**src/rtl/traffic_light_controller_pkg.sv**
```systemverilog
// Shared types for the stoplight controller: lamp encodings, phase codes and sizing helpers.
package traffic_light_controller_pkg;

    localparam int unsigned COUNT_W = 5;
    localparam int unsigned DEMAND_W = COUNT_W + 1;

    typedef enum logic [1:0] {
        LIGHT_RED    = 2'b00,
        LIGHT_GREEN  = 2'b01,
        LIGHT_YELLOW = 2'b10
    } light_e;

    typedef enum logic [2:0] {
        NS_GREEN  = 3'd0,
        NS_YELLOW = 3'd1,
        RED_TO_EW = 3'd2,
        EW_GREEN  = 3'd3,
        EW_YELLOW = 3'd4,
        RED_TO_NS = 3'd5
    } phase_e;

    function automatic int unsigned max3(input int unsigned a, input int unsigned b,
                                         input int unsigned c);
        int unsigned m;
        m = (a > b) ? a : b;
        return (m > c) ? m : c;
    endfunction

endpackage

```
**src/rtl/traffic_light_controller_if.sv**
```systemverilog
// Sensor-side counts/flag in, lamp state and per-axis go strobes out.
// Signalling is level-based and sampled every cycle: no valid/ready, the controller
// reads counts live and the sensor side may release cars on an axis while its go is high.
interface traffic_light_controller_if;
    import traffic_light_controller_pkg::*;

    logic [COUNT_W-1:0] n_counter;
    logic [COUNT_W-1:0] s_counter;
    logic [COUNT_W-1:0] e_counter;
    logic [COUNT_W-1:0] w_counter;
    logic               high_low;
    logic [1:0]         ns_light;
    logic [1:0]         ew_light;
    logic               ns_go;
    logic               ew_go;
    logic [2:0]         phase;

    modport master (
        output n_counter, s_counter, e_counter, w_counter, high_low,
        input  ns_light, ew_light, ns_go, ew_go, phase
    );

    modport slave (
        input  n_counter, s_counter, e_counter, w_counter, high_low,
        output ns_light, ew_light, ns_go, ew_go, phase
    );

endinterface

```
**src/rtl/traffic_light_controller_phase_timer.sv**
```systemverilog
// Phase duration counter: cleared on state entry, counts up, flags the last cycle of a phase.
module traffic_light_controller_phase_timer #(
    parameter int unsigned W = 5
) (
    input  logic         clk_i,
    input  logic         clr_i,
    input  logic         en_i,
    input  logic [W-1:0] limit_i,
    output logic [W-1:0] count_o,
    output logic         hit_o
);

    logic [W-1:0] count_q;

    always_ff @(posedge clk_i) begin
        if (clr_i) begin
            count_q <= '0;
        end else if (en_i) begin
            count_q <= count_q + W'(1);
        end
    end

    assign count_o = count_q;
    assign hit_o   = (count_q == (limit_i - W'(1)));

endmodule

```
**src/rtl/traffic_light_controller.sv**
```systemverilog
// N/S vs E/W signal-phase FSM with demand-driven early cut, green rest and all-red clearance.
module traffic_light_controller
    import traffic_light_controller_pkg::*;
#(
    parameter int unsigned GREEN_LOW  = 8,
    parameter int unsigned GREEN_HIGH = 16,
    parameter int unsigned MIN_GREEN  = 4,
    parameter int unsigned YELLOW     = 3,
    parameter int unsigned ALL_RED    = 2
) (
    input  logic                        CLK,
    input  logic                        rst,
    traffic_light_controller_if.slave   bus
);

    localparam int unsigned TW = $clog2(max3(GREEN_HIGH, YELLOW, ALL_RED)) + 1;
    localparam logic [TW-1:0] MIN_CUT = TW'(MIN_GREEN - 1);

    phase_e                state_q, state_d;
    logic [TW-1:0]         g_q, g_d;
    logic [TW-1:0]         limit;
    logic [TW-1:0]         timer;
    logic                  hit;
    logic                  rest;
    logic                  clr;
    logic [DEMAND_W-1:0]   nsd, ewd;

    assign nsd = {1'b0, bus.n_counter} + {1'b0, bus.s_counter};
    assign ewd = {1'b0, bus.e_counter} + {1'b0, bus.w_counter};

    always_comb begin
        state_d = state_q;
        rest    = 1'b0;
        case (state_q)
            NS_GREEN: begin
                if (ewd != '0 && (hit || (timer >= MIN_CUT && nsd == '0))) begin
                    state_d = NS_YELLOW;
                end else if (hit) begin
                    rest = 1'b1;
                end
            end
            NS_YELLOW: if (hit) state_d = RED_TO_EW;
            RED_TO_EW: if (hit) state_d = (ewd == '0 && nsd != '0) ? NS_GREEN : EW_GREEN;
            EW_GREEN: begin
                if (nsd != '0 && (hit || (timer >= MIN_CUT && ewd == '0))) begin
                    state_d = EW_YELLOW;
                end else if (hit) begin
                    rest = 1'b1;
                end
            end
            EW_YELLOW: if (hit) state_d = RED_TO_NS;
            RED_TO_NS: if (hit) state_d = (nsd == '0 && ewd != '0) ? EW_GREEN : NS_GREEN;
            default:   state_d = RED_TO_NS;
        endcase
    end

    // Any state entry (including a green rest) restarts the timer and re-latches G.
    assign clr = rst || rest || (state_d != state_q);
    assign g_d = bus.high_low ? TW'(GREEN_HIGH) : TW'(GREEN_LOW);

    always_comb begin
        limit = TW'(1);
        case (state_q)
            NS_GREEN, EW_GREEN:   limit = g_q;
            NS_YELLOW, EW_YELLOW: limit = TW'(YELLOW);
            RED_TO_EW, RED_TO_NS: limit = TW'(ALL_RED);
            default:              limit = TW'(1);
        endcase
    end

    always_ff @(posedge CLK) begin
        if (rst) begin
            state_q <= RED_TO_NS;
            g_q     <= TW'(GREEN_LOW);
        end else begin
            state_q <= state_d;
            if (clr && (state_d == NS_GREEN || state_d == EW_GREEN)) begin
                g_q <= g_d;
            end
        end
    end

    traffic_light_controller_phase_timer #(
        .W (TW)
    ) u_timer (
        .clk_i   (CLK),
        .clr_i   (clr),
        .en_i    (1'b1),
        .limit_i (limit),
        .count_o (timer),
        .hit_o   (hit)
    );

    always_comb begin
        bus.ns_light = LIGHT_RED;
        bus.ew_light = LIGHT_RED;
        case (state_q)
            NS_GREEN:  bus.ns_light = LIGHT_GREEN;
            NS_YELLOW: bus.ns_light = LIGHT_YELLOW;
            EW_GREEN:  bus.ew_light = LIGHT_GREEN;
            EW_YELLOW: bus.ew_light = LIGHT_YELLOW;
            default: begin
                bus.ns_light = LIGHT_RED;
                bus.ew_light = LIGHT_RED;
            end
        endcase
    end

    assign bus.ns_go = (state_q == NS_GREEN);
    assign bus.ew_go = (state_q == EW_GREEN);
    assign bus.phase = state_q;

endmodule
```
**src/flat_wrapper.sv**
```systemverilog
// flat-port wrapper written by rule: the top's interface ports become plain ports
module traffic_light_controller_flat import traffic_light_controller_pkg::*;
#(
    parameter int unsigned GREEN_LOW  = 8,
    parameter int unsigned GREEN_HIGH = 16,
    parameter int unsigned MIN_GREEN  = 4,
    parameter int unsigned YELLOW     = 3,
    parameter int unsigned ALL_RED    = 2
)
  (CLK, rst, bus_n_counter, bus_s_counter, bus_e_counter, bus_w_counter, bus_high_low, bus_ns_light, bus_ew_light, bus_ns_go, bus_ew_go, bus_phase);
  traffic_light_controller_if bus_i ();
  input  logic CLK;
  input  logic rst;
  input wire logic [$bits(bus_i.n_counter)-1:0] bus_n_counter;
  input wire logic [$bits(bus_i.s_counter)-1:0] bus_s_counter;
  input wire logic [$bits(bus_i.e_counter)-1:0] bus_e_counter;
  input wire logic [$bits(bus_i.w_counter)-1:0] bus_w_counter;
  input wire logic [$bits(bus_i.high_low)-1:0] bus_high_low;
  output wire logic [$bits(bus_i.ns_light)-1:0] bus_ns_light;
  output wire logic [$bits(bus_i.ew_light)-1:0] bus_ew_light;
  output wire logic [$bits(bus_i.ns_go)-1:0] bus_ns_go;
  output wire logic [$bits(bus_i.ew_go)-1:0] bus_ew_go;
  output wire logic [$bits(bus_i.phase)-1:0] bus_phase;
  assign bus_i.n_counter = bus_n_counter;
  assign bus_i.s_counter = bus_s_counter;
  assign bus_i.e_counter = bus_e_counter;
  assign bus_i.w_counter = bus_w_counter;
  assign bus_i.high_low = bus_high_low;
  assign bus_ns_light = bus_i.ns_light;
  assign bus_ew_light = bus_i.ew_light;
  assign bus_ns_go = bus_i.ns_go;
  assign bus_ew_go = bus_i.ew_go;
  assign bus_phase = bus_i.phase;
  traffic_light_controller #(.GREEN_LOW(GREEN_LOW), .GREEN_HIGH(GREEN_HIGH), .MIN_GREEN(MIN_GREEN), .YELLOW(YELLOW), .ALL_RED(ALL_RED)) u_core (.CLK(CLK), .rst(rst), .bus(bus_i));
endmodule
```
**config.mk**
```make
export PLATFORM = sky130hd
export DESIGN_NAME = traffic_light_controller_flat
export DESIGN_NICKNAME = d
export VERILOG_FILES = /design/src/rtl/traffic_light_controller_pkg.sv /design/src/rtl/traffic_light_controller_if.sv /design/src/rtl/traffic_light_controller_phase_timer.sv /design/src/rtl/traffic_light_controller.sv /design/src/flat_wrapper.sv
export SDC_FILE = /design/constraint.sdc
export NUM_CORES = 1
export LEC_CHECK = 0
export BUFFER_PORTS_ARGS = -buffer_cell sky130_fd_sc_hd__buf_4
export CORE_ASPECT_RATIO = 0.9
export CORE_UTILIZATION = 47
export CTS_CLUSTER_SIZE = 12
export DETAILED_ROUTE_END_ITERATION = 16
export PLACE_DENSITY = 0.86
export SETUP_SLACK_MARGIN = 0.5
export SYNTH_ARGS = -nofsm -noshare
export SYNTH_HDL_FRONTEND = slang
export SYNTH_SLANG_ARGS = --single-unit
export TNS_END_PERCENT = 30
```
**constraint.sdc**
```tcl
create_clock -name CLK -period 3.1 [get_ports CLK]
set_input_delay 0.465 -clock CLK [delete_from_list [all_inputs] [get_ports CLK]]
set_output_delay 0.465 -clock CLK [all_outputs]
set_load 0.02 [all_outputs]
```
# Word level (Yosys, flattened, before mapping)
# Cells that the tools add are included.
dict set report word_totals {
  word_cells 54
  reg_bits 13
  inputBits 23
  output_inout_bits 9
}
dict set report classes {
  n_eq_ne 8
  add_sub_neg 4
  n_reduce_logical 21
  order_cmp 1
  mux 17
}
# cell count
set op_table {}
lappend op_table {{$mux W3} 6}
lappend op_table {{$pmux W3 S6} 1}
lappend op_table {{$pmux W5 S3} 1}
lappend op_table {{$add A5 B5 Y6} 2}
lappend op_table {{$logic_not A6 Y1} 2}
lappend op_table {{$reduce_bool A6 Y1} 2}
lappend op_table {{$eq A3 B2 Y1 const B} 3}
lappend op_table {{$pmux W2 S2} 2}
lappend op_table {{$logic_and A1 B1 Y1} 7}
lappend op_table {{$eq A3 B3 Y1 const B} 2}
lappend op_table {{$logic_not A3 Y1} 2}
lappend op_table {{$reduce_or A2 Y1} 3}
lappend op_table {{$add A5 B1 Y5 const B} 1}
lappend op_table {{$eq A5 B5 Y1} 1}
lappend op_table {{$ge A5 B2 Y1 const B} 1}
lappend op_table {{$logic_or A1 B1 Y1} 5}
lappend op_table {{$mux W5} 1}
lappend op_table {{$sub A5 B1 Y5 const B} 1}
lappend op_table {{$mux W2} 2}
lappend op_table {{$eq A3 B1 Y1 const B} 1}
lappend op_table {{$mux W1} 3}
lappend op_table {{$ne A3 B3 Y1} 1}
lappend op_table {{$pmux W1 S2} 1}

# Longest topological paths before layout
# Gate-level depths: netlist (run 1).
dict set report logic_depth {
  ltp_word 12
  ltp_mapped 13
  depth_no_buf 12
}

# Modules after synthesis
# From an unflattened synthesis (run 1), not the netlist that was laid out.
dict set report hier_totals {
  cells_unflattened 139
  area_unflattened_um2 1146.1
}
# module seq_area_each_um2 instances cells_each area_per_inst_um2
set modules_own_cells {}
lappend modules_own_cells {traffic_light_controller 100.1 1 103 825.8}
lappend modules_own_cells {traffic_light_controller_phase_timer 100.1 1 36 320.3}

# Worst setup path before layout (run 1)
# Ideal clock, no wire load.
dict set report synth_timing {
  path_kind {flip-flop to flip-flop}
  start {register u_core.state_q[2] (netlist: u_core.bus.phase[2])}
  end {register u_core.g_q[4]}
  required_time_ps 2977
  n_path_buf 2
  slack_ps -41
  setup_time_ps 123
  path_stages_with_launch 14
  arrival_time_ps 3018
  synth_period_minus_slack_ps 3141
  cell_sequence {dfxtp_1 -> clkbuf_1 -> buf_2 -> nor3_1 -> nand2_1 -> ha_1 -> xor2_1 -> xor2_2 -> o22ai_1 -> a221o_1 -> o21ai_2 -> o211ai_1 -> o31ai_4 -> mux2_1}
}
dict set report synth_via {
  elab_chain_len 12
  word_cells_on_any_way 34
  cone_classes {add/sub: 1; eq/ne: 8; mux: 12; reduce/logical: 13}
}
# item line
set synth_rtl {}
lappend synth_rtl {{from (decl)} traffic_light_controller.sv:19} ;# phase_e state_q, state_d;
lappend synth_rtl {{from (signal assigned)} traffic_light_controller.sv:76} ;# state_q <= state_d;
lappend synth_rtl {{$eq A3 B2 Y1 (tied with other cells)} {traffic_light_controller.sv:34, traffic_light_controller.sv:63}}
lappend synth_rtl {{$reduce_or A2 Y1} traffic_light_controller.sv:63} ;# case (state_q)
lappend synth_rtl {{$pmux W5 S3} traffic_light_controller.sv:63}
lappend synth_rtl {{$sub A5 B1 Y5} traffic_light_controller_phase_timer.sv:24} ;# assign hit_o = (count_q == (limit_i - W'(1)));
lappend synth_rtl {{$eq A5 B5 Y1} traffic_light_controller_phase_timer.sv:24}
lappend synth_rtl {{$logic_or A1 B1 Y1, on equally long branches} {traffic_light_controller.sv:45, traffic_light_controller.sv:36}}
lappend synth_rtl {{$logic_and A1 B1 Y1, on equally long branches} {traffic_light_controller.sv:45, traffic_light_controller.sv:36}}
lappend synth_rtl {{$mux W3 (tied with other cells)} traffic_light_controller.sv:45} ;# if (nsd != '0 && (hit || (timer >= MIN_CUT && ewd == '0))) begin
lappend synth_rtl {{$pmux W3 S6 / $pmux W1 S2 (equally long branches)} traffic_light_controller.sv:34} ;# case (state_q)
lappend synth_rtl {{$ne A3 B3 Y1 (tied with other cells)} traffic_light_controller.sv:58} ;# assign clr = rst || rest || (state_d != state_q);
lappend synth_rtl {{$logic_or A1 B1 Y1, on equally long branches} {traffic_light_controller.sv:58, traffic_light_controller.sv:77}}
lappend synth_rtl {{$logic_and A1 B1 Y1 (*)} traffic_light_controller.sv:77} ;# if (clr && (state_d == NS_GREEN || state_d == EW_GREEN)) begin
lappend synth_rtl {{to (signal assigned)} traffic_light_controller.sv:74} ;# g_q <= TW'(GREEN_LOW);
lappend synth_rtl {{to (signal assigned)} traffic_light_controller.sv:78} ;# g_q <= g_d;
lappend synth_rtl {{to (decl)} traffic_light_controller.sv:20} ;# logic [TW-1:0] g_q, g_d;
# Every way passes the cells marked *; elsewhere a longest branch is shown, timed or not.
# A chain may end at the register's enable or synchronous reset.

# Final worst setup path (run 1)
dict set report layout_timing {
  start {register u_core.state_q[0] (netlist: u_core.bus.phase[0])}
  end {register u_core.g_q[4]}
}
# The elaborated chain is that of the path after synthesis.

==> results of run 1 <==
## power breakdown
| group | switching (mW) | internal, mW |
|---|---|---|
| Sequential | 0.0291 | 0.155 |
| Combinational | 0.535 | 0.539 |
| Clock | 0.0524 | 0.0716 |
| Total | 0.616 | 0.766 |
## final timing paths
path	startpoint	end	slack [ns]
worst max-delay path	u_core.bus.phase[0]$_SDFF_PP1_	u_core.g_q[4]$_SDFFE_PP0P_	0.11
worst min-delay path	rst	u_core.bus.phase[1]$_SDFF_PP0_	0.40
worst max register to register	u_core.bus.phase[0]$_SDFF_PP1_	u_core.g_q[4]$_SDFFE_PP0P_	0.11
worst min register to register	u_core.u_timer.count_o[0]$_SDFF_PP0_	u_core.u_timer.count_o[0]$_SDFF_PP0_	0.55
## stage by stage
stage                     instances  area (sq um)  setup WS, ns
final                           214          1760         0.111
after global routing            214          1760       0.00794
after CTS                       209          1630         0.162
after detailed placement        200          1520        -0.160
after global placement          200          1520       -0.0620
after floorplan                 137          1220         0.119
## cells by family after synthesis
family,synth area share (%)
compound gates,20.6
xor+xnor,7.45
fa+ha+maj,16.4
buf+inv,4.97
flops,17.3
mux,1.84
simple gates,31.4
## flip-flops by register name (all words and copies together) (netlist names)
signal	cells
u_core.g_q	2
u_core.u_timer.count_o	5
u_core.bus.phase	3
## synth_stat cells, drive strengths merged, types with 2 or more instances
| cell type | number | area share (%) |
|---|---|---|
| and2 | 2 | 1.1 |
| a21o | 3 | 1.9 |
| clkbuf | 3 | 0.97 |
| xnor2 | 4 | 3.0 |
| nand4bb | 2 | 1.9 |
| xor2 | 5 | 4.4 |
| inv | 3 | 0.97 |
| nor2b | 5 | 3.6 |
| buf | 5 | 3.0 |
| nor2 | 19 | 6.4 |
| o211ai | 2 | 2.5 |
| nand3 | 2 | 0.86 |
| o21ai | 2 | 1.2 |
| or2 | 5 | 2.7 |
| o311ai | 2 | 1.5 |
| or4 | 2 | 1.3 |
| nor3 | 5 | 2.2 |
| ha | 12 | 13 |
| nand2 | 9 | 2.9 |
| fa | 2 | 3.5 |
| nor4 | 4 | 2.2 |
| a21oi | 8 | 3.5 |
| nand3b | 2 | 1.3 |
| dfxtp | 10 | 17 |
| o31ai | 3 | 3.1 |
## cell type report
class	instances	area share [%]
inverter	3	0.641
tap	27	1.92
timing repair buffer	54	23.7
clock buffer	4	2.06
sequential	10	11.6
multi-input combinational	116	60.1
## metal layers
metal  vias up  wire [microns]
met5         -               0
met4         0             104
met3        13             188
met2        57            1730
met1       585            1520
li1        602               -
## placed cells by master (no fill, tap or decap), types with 2 or more instances in the layout
| master | n |
|---|---|
| a21o_1 | 3 |
| a21oi_1 | 6 |
| a21oi_2 | 2 |
| and2_1 | 2 |
| buf_4 | 51 |
| buf_6 | 3 |
| clkbuf_4 | 3 |
| dfxtp_1 | 7 |
| dfxtp_2 | 3 |
| fa_1 | 2 |
| ha_1 | 10 |
| ha_4 | 2 |
| inv_1 | 2 |
| nand2_1 | 8 |
| nand3_1 | 2 |
| nand3b_1 | 2 |
| nand4bb_1 | 2 |
| nor2_1 | 18 |
| nor2b_1 | 3 |
| nor3_1 | 3 |
| nor4_1 | 3 |
| o31ai_1 | 2 |
| or2_1 | 3 |
| or4_1 | 2 |
| xnor2_1 | 3 |
| xor2_1 | 2 |
| xor2_4 | 3 |
## what timing repair did
item	in CTS	in global routing
pin swaps	10	4
resized for setup	8	14
setup buffers	5	5
hold buffers	0	0
setup endpoints to repair	8	9
endpoints found under the hold margin	0	0
==> out/metrics.csv, run 1 <==
metric;value;unit
Slew Viols, Final;0;
Sequential Area;204;sq um
Die Ht;49.1;microns
R2R depth;14;
nets@finish;225;
hold depth;2;
CP max-delay cell;a221o_1;
worst vdd ir;0.000687;V
number of H-tree levels;1;
DRT Pass-1 Iters;4;
Site Rows;16;
Antenna Cells;0;
async set-or-reset flop fraction in the synthesized netlist;0;%
RSZ-0062 raised after global routing;true;
gr busiest metal;met2;
clock transition at the registers of the reported paths;0.07;ns
Final Core Density;78.4;%
gp weighted congestion;0.902;
global-route wire length before repair;5320;microns
total gr overflow;0;
layout cells sized above 1;47.6;%
Hold Vio Cnt, Final;0;
clk_skew;0.00253;ns
Startpoint Class;register;
Die Wd;54.3;microns
core box area;2240;sq um
HP Class;in2reg;
Max-slew headroom;64.2;%
outcome;finished, final reports clean;
Worst Max-Slew Pin Slew;0.532;ns
Pleak;0.732;nW
I/O pin total;32;
area delta synth->final;51.7;%
critical path buffer and inverter count;2;
CP Class;reg2reg;
final setup TNS;0;ns
WL/cell;16.5;microns
Worst EP required;3.27;ns
Post-synth EDFFs;0;
cell depth of the worst setup path;14;
grt met1 use;32.4;%
port buffer count;31;
Hold WS;0.402;ns
Tmin final;2.99;ns
Power, Total;1.38;mW
crit path capture type;register;
Clock Tree Buf Depth;2;
initial antenna violation count;0;
Root Buffer Master;clkbuf_4;
initial core utilization;51.7;%
Post-Syn Instances;137;
critical path, cell by cell;nor2b_4 > nor3_4 > nand2_2 > ha_4 > xor2_4 > xor2_4 > buf_6 > nor2_4 > a221o_1 > buf_6 > nand4_4 > o211ai_1 > o31ai_4 > mux2_4;
dpl hpwl;2510;microns
M3 GR Usage;6.54;%
crit path DAT;3.16;ns
period utilization;96.4;%
Top FF cell, synth;dfxtp_1;
Detailed Route WL;3540;microns
antenna-violating nets left;0;
Fillers;149;
Crit Path Max Fanout;5;
Synth Register Bits;10;
Mean Syn Cell Area;8.46;sq um
Yosys cell types;53;
CP delay by family, top;compound AO/OA/AOI/OAI gates;
Max Cap Viol;0;
vias post-DR;1257;
TritonCTS buffer count;3;
Clock Sink Count;10;
Power Density;786;nW/um^2
vias per cell;5.87;
Syn Nets;174;
GRT Total Usage;27.3;%
DRT iter0 DRCs;21;
largest stage delay on the critical path;0.40;ns
fraction of the yosys area taken by sequential cells;17.3;%
area of the multi-input gates;1060;sq um
met2 GRT Util;44.3;%
largest net degree at the start of global routing;18;
area of the mapped netlist;1160;sq um
drt drc;0;
Ys Warns;0;
maximum clock frequency;0.335;GHz
Setup-failing EPs final;0;
Die ar.;2670;sq um
CTS tree;built;
vias in the first global route;1245;
Clock Latency Late Sink;0.28;ns
Note: power is estimated with default switching activity, not from simulation.
==> run 2, diff against run 1 <==
--- a/config.mk
+++ b/config.mk
@@ -11,7 +11,8 @@
 export CTS_CLUSTER_SIZE = 12
 export DETAILED_ROUTE_END_ITERATION = 16
 export PLACE_DENSITY = 0.86
-export SETUP_SLACK_MARGIN = 0.5
+export SETUP_SLACK_MARGIN = 0.05
+export SLEW_MARGIN = 15
 export SYNTH_ARGS = -nofsm -noshare
 export SYNTH_HDL_FRONTEND = slang
 export SYNTH_SLANG_ARGS = --single-unit
==> out/metrics.csv, run 2 (synthesis gave the netlist of run 1 again) <==
metric;value;unit
DP Area;1470;sq um
area delta synth->final;41.7;%
gp weighted congestion;0.804;
most frequent cells in the layout;buf_4, nor2_1, ha_1, nand2_1;
largest stage delay on the critical path;0.45;ns
flip-flop count of the largest register after layout;5;
critical path capture point;u_core.g_q[4]$_SDFFE_PP0P_;
dpl hpwl;2300;microns
most common cell after layout, fill and taps aside;buf_4;
Clock Latency Late Sink;0.27;ns
crit path capture type;register;
CP max-delay cell;fa_1;
Power, Total;1.13;mW
Clock Tree Buf Depth;2;
CP Class;in2reg;
Crit Reg-Reg Startpoint;u_core.bus.phase[1]$_SDFF_PP0_;
antenna-violating nets left;0;
Die ar.;2670;sq um
crit path DAT;3.22;ns
layout cells sized above 1;40.7;%
Crit Path Max Fanout;3;
HP Class;in2reg;
vias per cell;5.98;
I/O pin total;32;
Worst Max-Slew Pin Slew;0.481;ns
WL/cell;16.1;microns
nets@finish;216;
worst vdd ir;0.000534;V
Root Buffer Master;clkbuf_4;
Detailed Route WL;3290;microns
Power Density;691;nW/um^2
Site Rows;16;
CP startpoint;bus_w_counter[0];
largest net degree at the start of global routing;17;
Tmin final;3.07;ns
Setup-failing EPs final;0;
Die Ht;49.1;microns
Slew Viols, Final;0;
core box area;2240;sq um
total gr overflow;0;
initial antenna violation count;0;
worst reg-to-reg setup slack;0.09;ns
vias post-DR;1219;
clk_skew;0.0115;ns
GRT Total Usage;24.1;%
Clock Sink Count;10;
Die Wd;54.3;microns
clock transition at the registers of the reported paths;0.06;ns
maximum clock frequency;0.325;GHz
Antenna Cells;0;
TritonCTS buffer count;3;
global-route wire length before repair;4790;microns
Fillers;166;
Final Cell Area;1640;sq um
vias in the first global route;1069;
drt drc;0;
period utilization;99.2;%
initial core utilization;51.7;%
reg-to-reg endpoint;u_core.g_q[4]$_SDFFE_PP0P_;
port buffer count;31;
critical path, cell by cell;buf_4 > ha_1 > fa_1 > nor4_2 > nand2_1 > buf_4 > o32ai_1 > a31oi_1 > o31ai_1 > nor2_1 > a21o_1 > o31ai_4 > mux2_4;
Startpoint Class;input port;
Max-slew headroom;67.7;%
most used cell, CP;buf_4;
number of H-tree levels;1;
Hold Vio Cnt, Final;0;
Worst EP required;3.25;ns
CTS tree;built;
hold buffers post-CTS;0;
Pleak;0.667;nW
DRT iter0 DRCs;69;
Max Cap Viol;0;
DRT Pass-1 Iters;4;
outcome;finished, final reports clean;
R2R depth;12;
-- run 2: cell count changes in the layout (fill, tap and decap cells not counted), moves of 2 or more --
cell | before | now
a21oi_1 | 6 | 8
a21oi_2 | 2 | 0
buf_4 | 51 | 43
buf_6 | 3 | 1
nor4_1 | 3 | 1
nor4_2 | 1 | 3
-- run 2: how the worst min path moves through the flow --
stage	from	slack [ns]	cells after the start	endpoint
6_report	rst	0.41	2	u_core.bus.phase[1]$_SDFF_PP0_
5_1_grt	rst	0.42	2	u_core.bus.phase[1]$_SDFF_PP0_
4_1_cts	rst	0.40	2	u_core.bus.phase[1]$_SDFF_PP0_
3_5_place_dp	u_core.u_timer.count_o[0]$_SDFF_PP0_	0.50	1	u_core.u_timer.count_o[0]$_SDFF_PP0_
3_3_place_gp	u_core.u_timer.count_o[0]$_SDFF_PP0_	0.48	1	u_core.u_timer.count_o[0]$_SDFF_PP0_
2_1_floorplan	u_core.u_timer.count_o[0]$_SDFF_PP0_	0.45	1	u_core.u_timer.count_o[0]$_SDFF_PP0_
-- run 2: report_power, final --
part | leakage (nW) | internal (mW) | switching, mW
clock | 0.0138 | 0.0447 | 0.0421
sequential | 0.0817 | 0.155 | 0.0376
combinational | 0.572 | 0.384 | 0.471
total | 0.667 | 0.584 | 0.550
-- run 2: what timing repair did --
action	CTS	global route
setup endpoints to repair	1	6
buffers inserted	1	3
pin swaps	0	9
gates cloned	0	1
resized for setup	2	16
-- run 2: cell type report --
| type | instances | area (sq um) | share of cell area (%) |
|---|---|---|---|
| clock buffer | 3 | 22.5 | 1.37 |
| inverter | 3 | 11.3 | 0.686 |
| multi-input combinational | 117 | 1040 | 63.2 |
| timing repair buffer | 44 | 334 | 20.4 |
| tap | 27 | 33.8 | 2.06 |
| sequential | 10 | 203 | 12.3 |
-- run 2: worst max-delay path, delay by kind of cell --
| family | cells | cell delay (ns) |
|---|---|---|
| AO/OA/AOI/OAI | 5 | 1.14 |
| adder cells (fa/ha/maj) | 2 | 0.67 |
| AND/OR/NAND/NOR | 3 | 0.35 |
| multiplexers | 1 | 0.33 |
| buffers and inverters | 2 | 0.27 |
-- run 2: layer usage --
metal	track usage, %	vias up	wire (microns)
li1	-	584	-
met1	31.7	575	1380
met2	39.8	58	1650
met3	5.30	2	250
met4	3.85	0	18
met5	0	-	0
-- run 2: stage by stage --
stage	hold slack, ns	setup TNS (ns)	instances	util [%]	worst slack, ns
2_1_floorplan	0.453	0	137	-	0.0539
3_3_place_gp	0.480	-0.0895	196	65.4	-0.0895
3_5_place_dp	0.502	-0.190	196	65.4	-0.190
4_1_cts	0.397	0	200	67.0	0.0530
5_1_grt	0.418	-0.0120	204	73.2	-0.0120
6_report	0.414	0	204	73.2	0.0253
==> run 3, diff against run 2 <==
--- a/config.mk
+++ b/config.mk
@@ -15,5 +15,6 @@
 export SLEW_MARGIN = 15
 export SYNTH_ARGS = -nofsm -noshare
 export SYNTH_HDL_FRONTEND = slang
+export SYNTH_HIERARCHICAL = 1
 export SYNTH_SLANG_ARGS = --single-unit
 export TNS_END_PERCENT = 30
==> constraint.sdc (replaced) <==
create_clock -name CLK -period 2.6 [get_ports CLK]
set_input_delay 0.39 -clock CLK [delete_from_list [all_inputs] [get_ports CLK]]
set_output_delay 0.39 -clock CLK [all_outputs]
set_load 0.02 [all_outputs]
==> out/metrics.csv, run 3 <==
metric;value;unit
outcome;finished with violations;
failing checks;negative setup slack;
Post-Syn Instances;139;
global-route wire length before repair;5290;microns
number of H-tree levels;1;
hold buffers post-CTS;0;
Mean Syn Cell Area;8.25;sq um
largest stage delay on the critical path;0.39;ns
Clock Tree Buf Depth;2;
Die Wd;54.1;microns
flip-flop count of the largest register after layout;5;
maximum clock frequency;0.338;GHz
Final WS setup;-0.357;ns
Antenna Cells;0;
commonest cells in the netlist;nor2_1, ha_1, dfxtp_1;
Power Density;672;nW/um^2
Crit Path Max Fanout;6;
CP max-delay cell;dfxtp_4;
most frequent cells in the layout;buf_4, ha_1, conb_1, nor2_1, nand2_1;
DRT Pass-1 Iters;4;
Final Core Density;78.7;%
RSZ-0062 raised after global routing;true;
Post-synth EDFFs;0;
Die Ht;48.8;microns
crit path capture type;register;
Max Cap Viol;0;
Tmin final;2.96;ns
Root Buffer Master;clkbuf_4;
Ys Warns;6;
Yosys cell types;51;
WL/cell;14.9;microns
clock transition at the registers of the reported paths;0.07;ns
Clock Sink Count;10;
most common cell in the synthesized netlist;nor2_1;
vias post-DR;1285;
Detailed Route WL;3340;microns
Worst EP required;2.76;ns
crit path DAT;3.11;ns
Top FF cell, synth;dfxtp_1;
Clock Latency Late Sink;0.27;ns
period utilization;114;%
Pleak;0.777;nW
nets@finish;236;
leading area contributor after synthesis;dfxtp_1;
Startpoint Class;register;
initial antenna violation count;0;
DRT iter0 DRCs;39;
most used cell, CP;xnor2_1;
Site Rows;16;
CP Class;reg2reg;
area of the mapped netlist;1150;sq um
Synth Register Bits;10;
initial core utilization;51.1;%
I/O pin total;32;
vias in the first global route;1245;
Hold WS;0.326;ns
vias per cell;5.71;
drt drc;0;
gp weighted congestion;0.863;
core box area;2240;sq um
antenna-violating nets left;0;
area delta synth->final;54.0;%
async set-or-reset flop fraction in the synthesized netlist;0;%
Fillers;152;
TritonCTS buffer count;3;
dpl hpwl;2480;microns
Slew Viols, Final;0;
Hold Vio Cnt, Final;0;
Die ar.;2640;sq um
critical path, cell by cell;or2_1 > a21oi_1 > and2_4 > xnor2_1 > xnor2_1 > a311oi_4 > inv_2 > a22oi_2 > o221ai_2 > and3_4 > a221oi_2 > buf_4 > a211o_1 > nand2_1;
clk_skew;0.0139;ns
fraction of the yosys area taken by sequential cells;17.5;%
port buffer count;31;
total gr overflow;0;
top-area cell type share of the netlist area;17.5;%
GRT Total Usage;27.1;%
HP Class;in2reg;
most common cell after layout, fill and taps aside;buf_4;
layout cells sized above 1;48.5;%
synth top area cells;dfxtp_1, ha_1, nor2_1;
Setup-failing EPs final;7;
CTS tree;built;
worst vdd ir;0.000477;V
largest net degree at the start of global routing;9;
## run 3: cell count changes after synthesis, moves of 3 or more
cell,previous run,this run
inv_1,2,8
a21oi_1,8,4
nor2_1,18,14
o211ai_1,1,4
o21ai_0,1,5
## run 3: report_power, final
group          switching (mW)  internal, mW
Combinational           0.433         0.410
Sequential             0.0449         0.190
Clock                  0.0534        0.0553
Total                   0.531         0.656
## run 3: worst max-delay path, delay by kind of cell, from the launching register on
family	cells	cell delay [ns]
compound gates	6	1.21
simple gates	4	0.68
flops	1	0.39
xor+xnor	2	0.30
buf+inv	2	0.26
## run 3: area by class of cell
type / count / area, sq um / share of cell area (%)
Sequential cell: 10 / 211 / 12.0
Clock inverter: 1 / 3.75 / 0.213
Timing Repair Buffer: 52 / 403 / 22.8
Multi-Input combinational cell: 124 / 1060 / 60.1
Inverter: 8 / 30.0 / 1.70
Tap cell: 27 / 33.8 / 1.91
Clock buffer: 3 / 22.5 / 1.28
## run 3: kinds of logic (layout without fill, tap and decap cells)
| kind of cell | count (synthesis) | in the layout | synth area share, % |
|---|---|---|---|
| and+or+nand+nor | 54 | 54 | 26.2 |
| other | 2 | 10 | 0.655 |
| xor gates and xnor gates | 13 | 13 | 10.6 |
| muxes | 2 | 2 | 1.75 |
| adders and majority gates | 14 | 14 | 16.6 |
| buffers and inverters | 13 | 64 | 4.69 |
| DFF | 10 | 10 | 17.5 |
| AOI/OAI and AO/OA | 31 | 31 | 22.1 |
## run 3: final timing paths
| path | from | to | slack (ns) | cells past startpoint |
|---|---|---|---|---|
| setup / recovery | u_core/bus.phase[1]$_SDFF_PP0_ | u_core/g_q[4]$_SDFFE_PP0P_ | -0.36 | 14 |
| hold / removal | rst | u_core/bus.phase[1]$_SDFF_PP0_ | 0.33 | 2 |
| setup reg to reg | u_core/bus.phase[1]$_SDFF_PP0_ | u_core/g_q[4]$_SDFFE_PP0P_ | -0.36 | 14 |
| hold reg to reg | u_core/g_q[4]$_SDFFE_PP0P_ | u_core/g_q[4]$_SDFFE_PP0P_ | 0.52 | 3 |
## run 3: what timing repair did
action | CTS | global route
pin swaps | 5 | 8
endpoints found under the setup margin | 10 | 10
setup buffers | 3 | 0
resized for setup | 5 | 11
## run 3: per-stage QoR
step	worst slack (ns)	area, sq um	std cells	setup TNS, ns	total power, mW
6_report	-0.357	1770	225	-2.12	1.19
3_5_place_dp	-0.528	1650	218	-4.13	0.948
5_1_grt	-0.523	1770	225	-3.90	1.27
4_1_cts	-0.322	1720	225	-1.98	1.11
3_3_place_gp	-0.408	1650	218	-3.10	0.920
2_1_floorplan	-0.355	1310	147	-1.82	0.740
## run 3: metal layers
layer,global-route usage [%],vias to the layer above,share of wire [%]
li1,-,614,-
met1,32.9,608,41
met2,46.7,51,51
met3,7.17,12,6.2
met4,5.98,0,1.8
met5,0,-,0
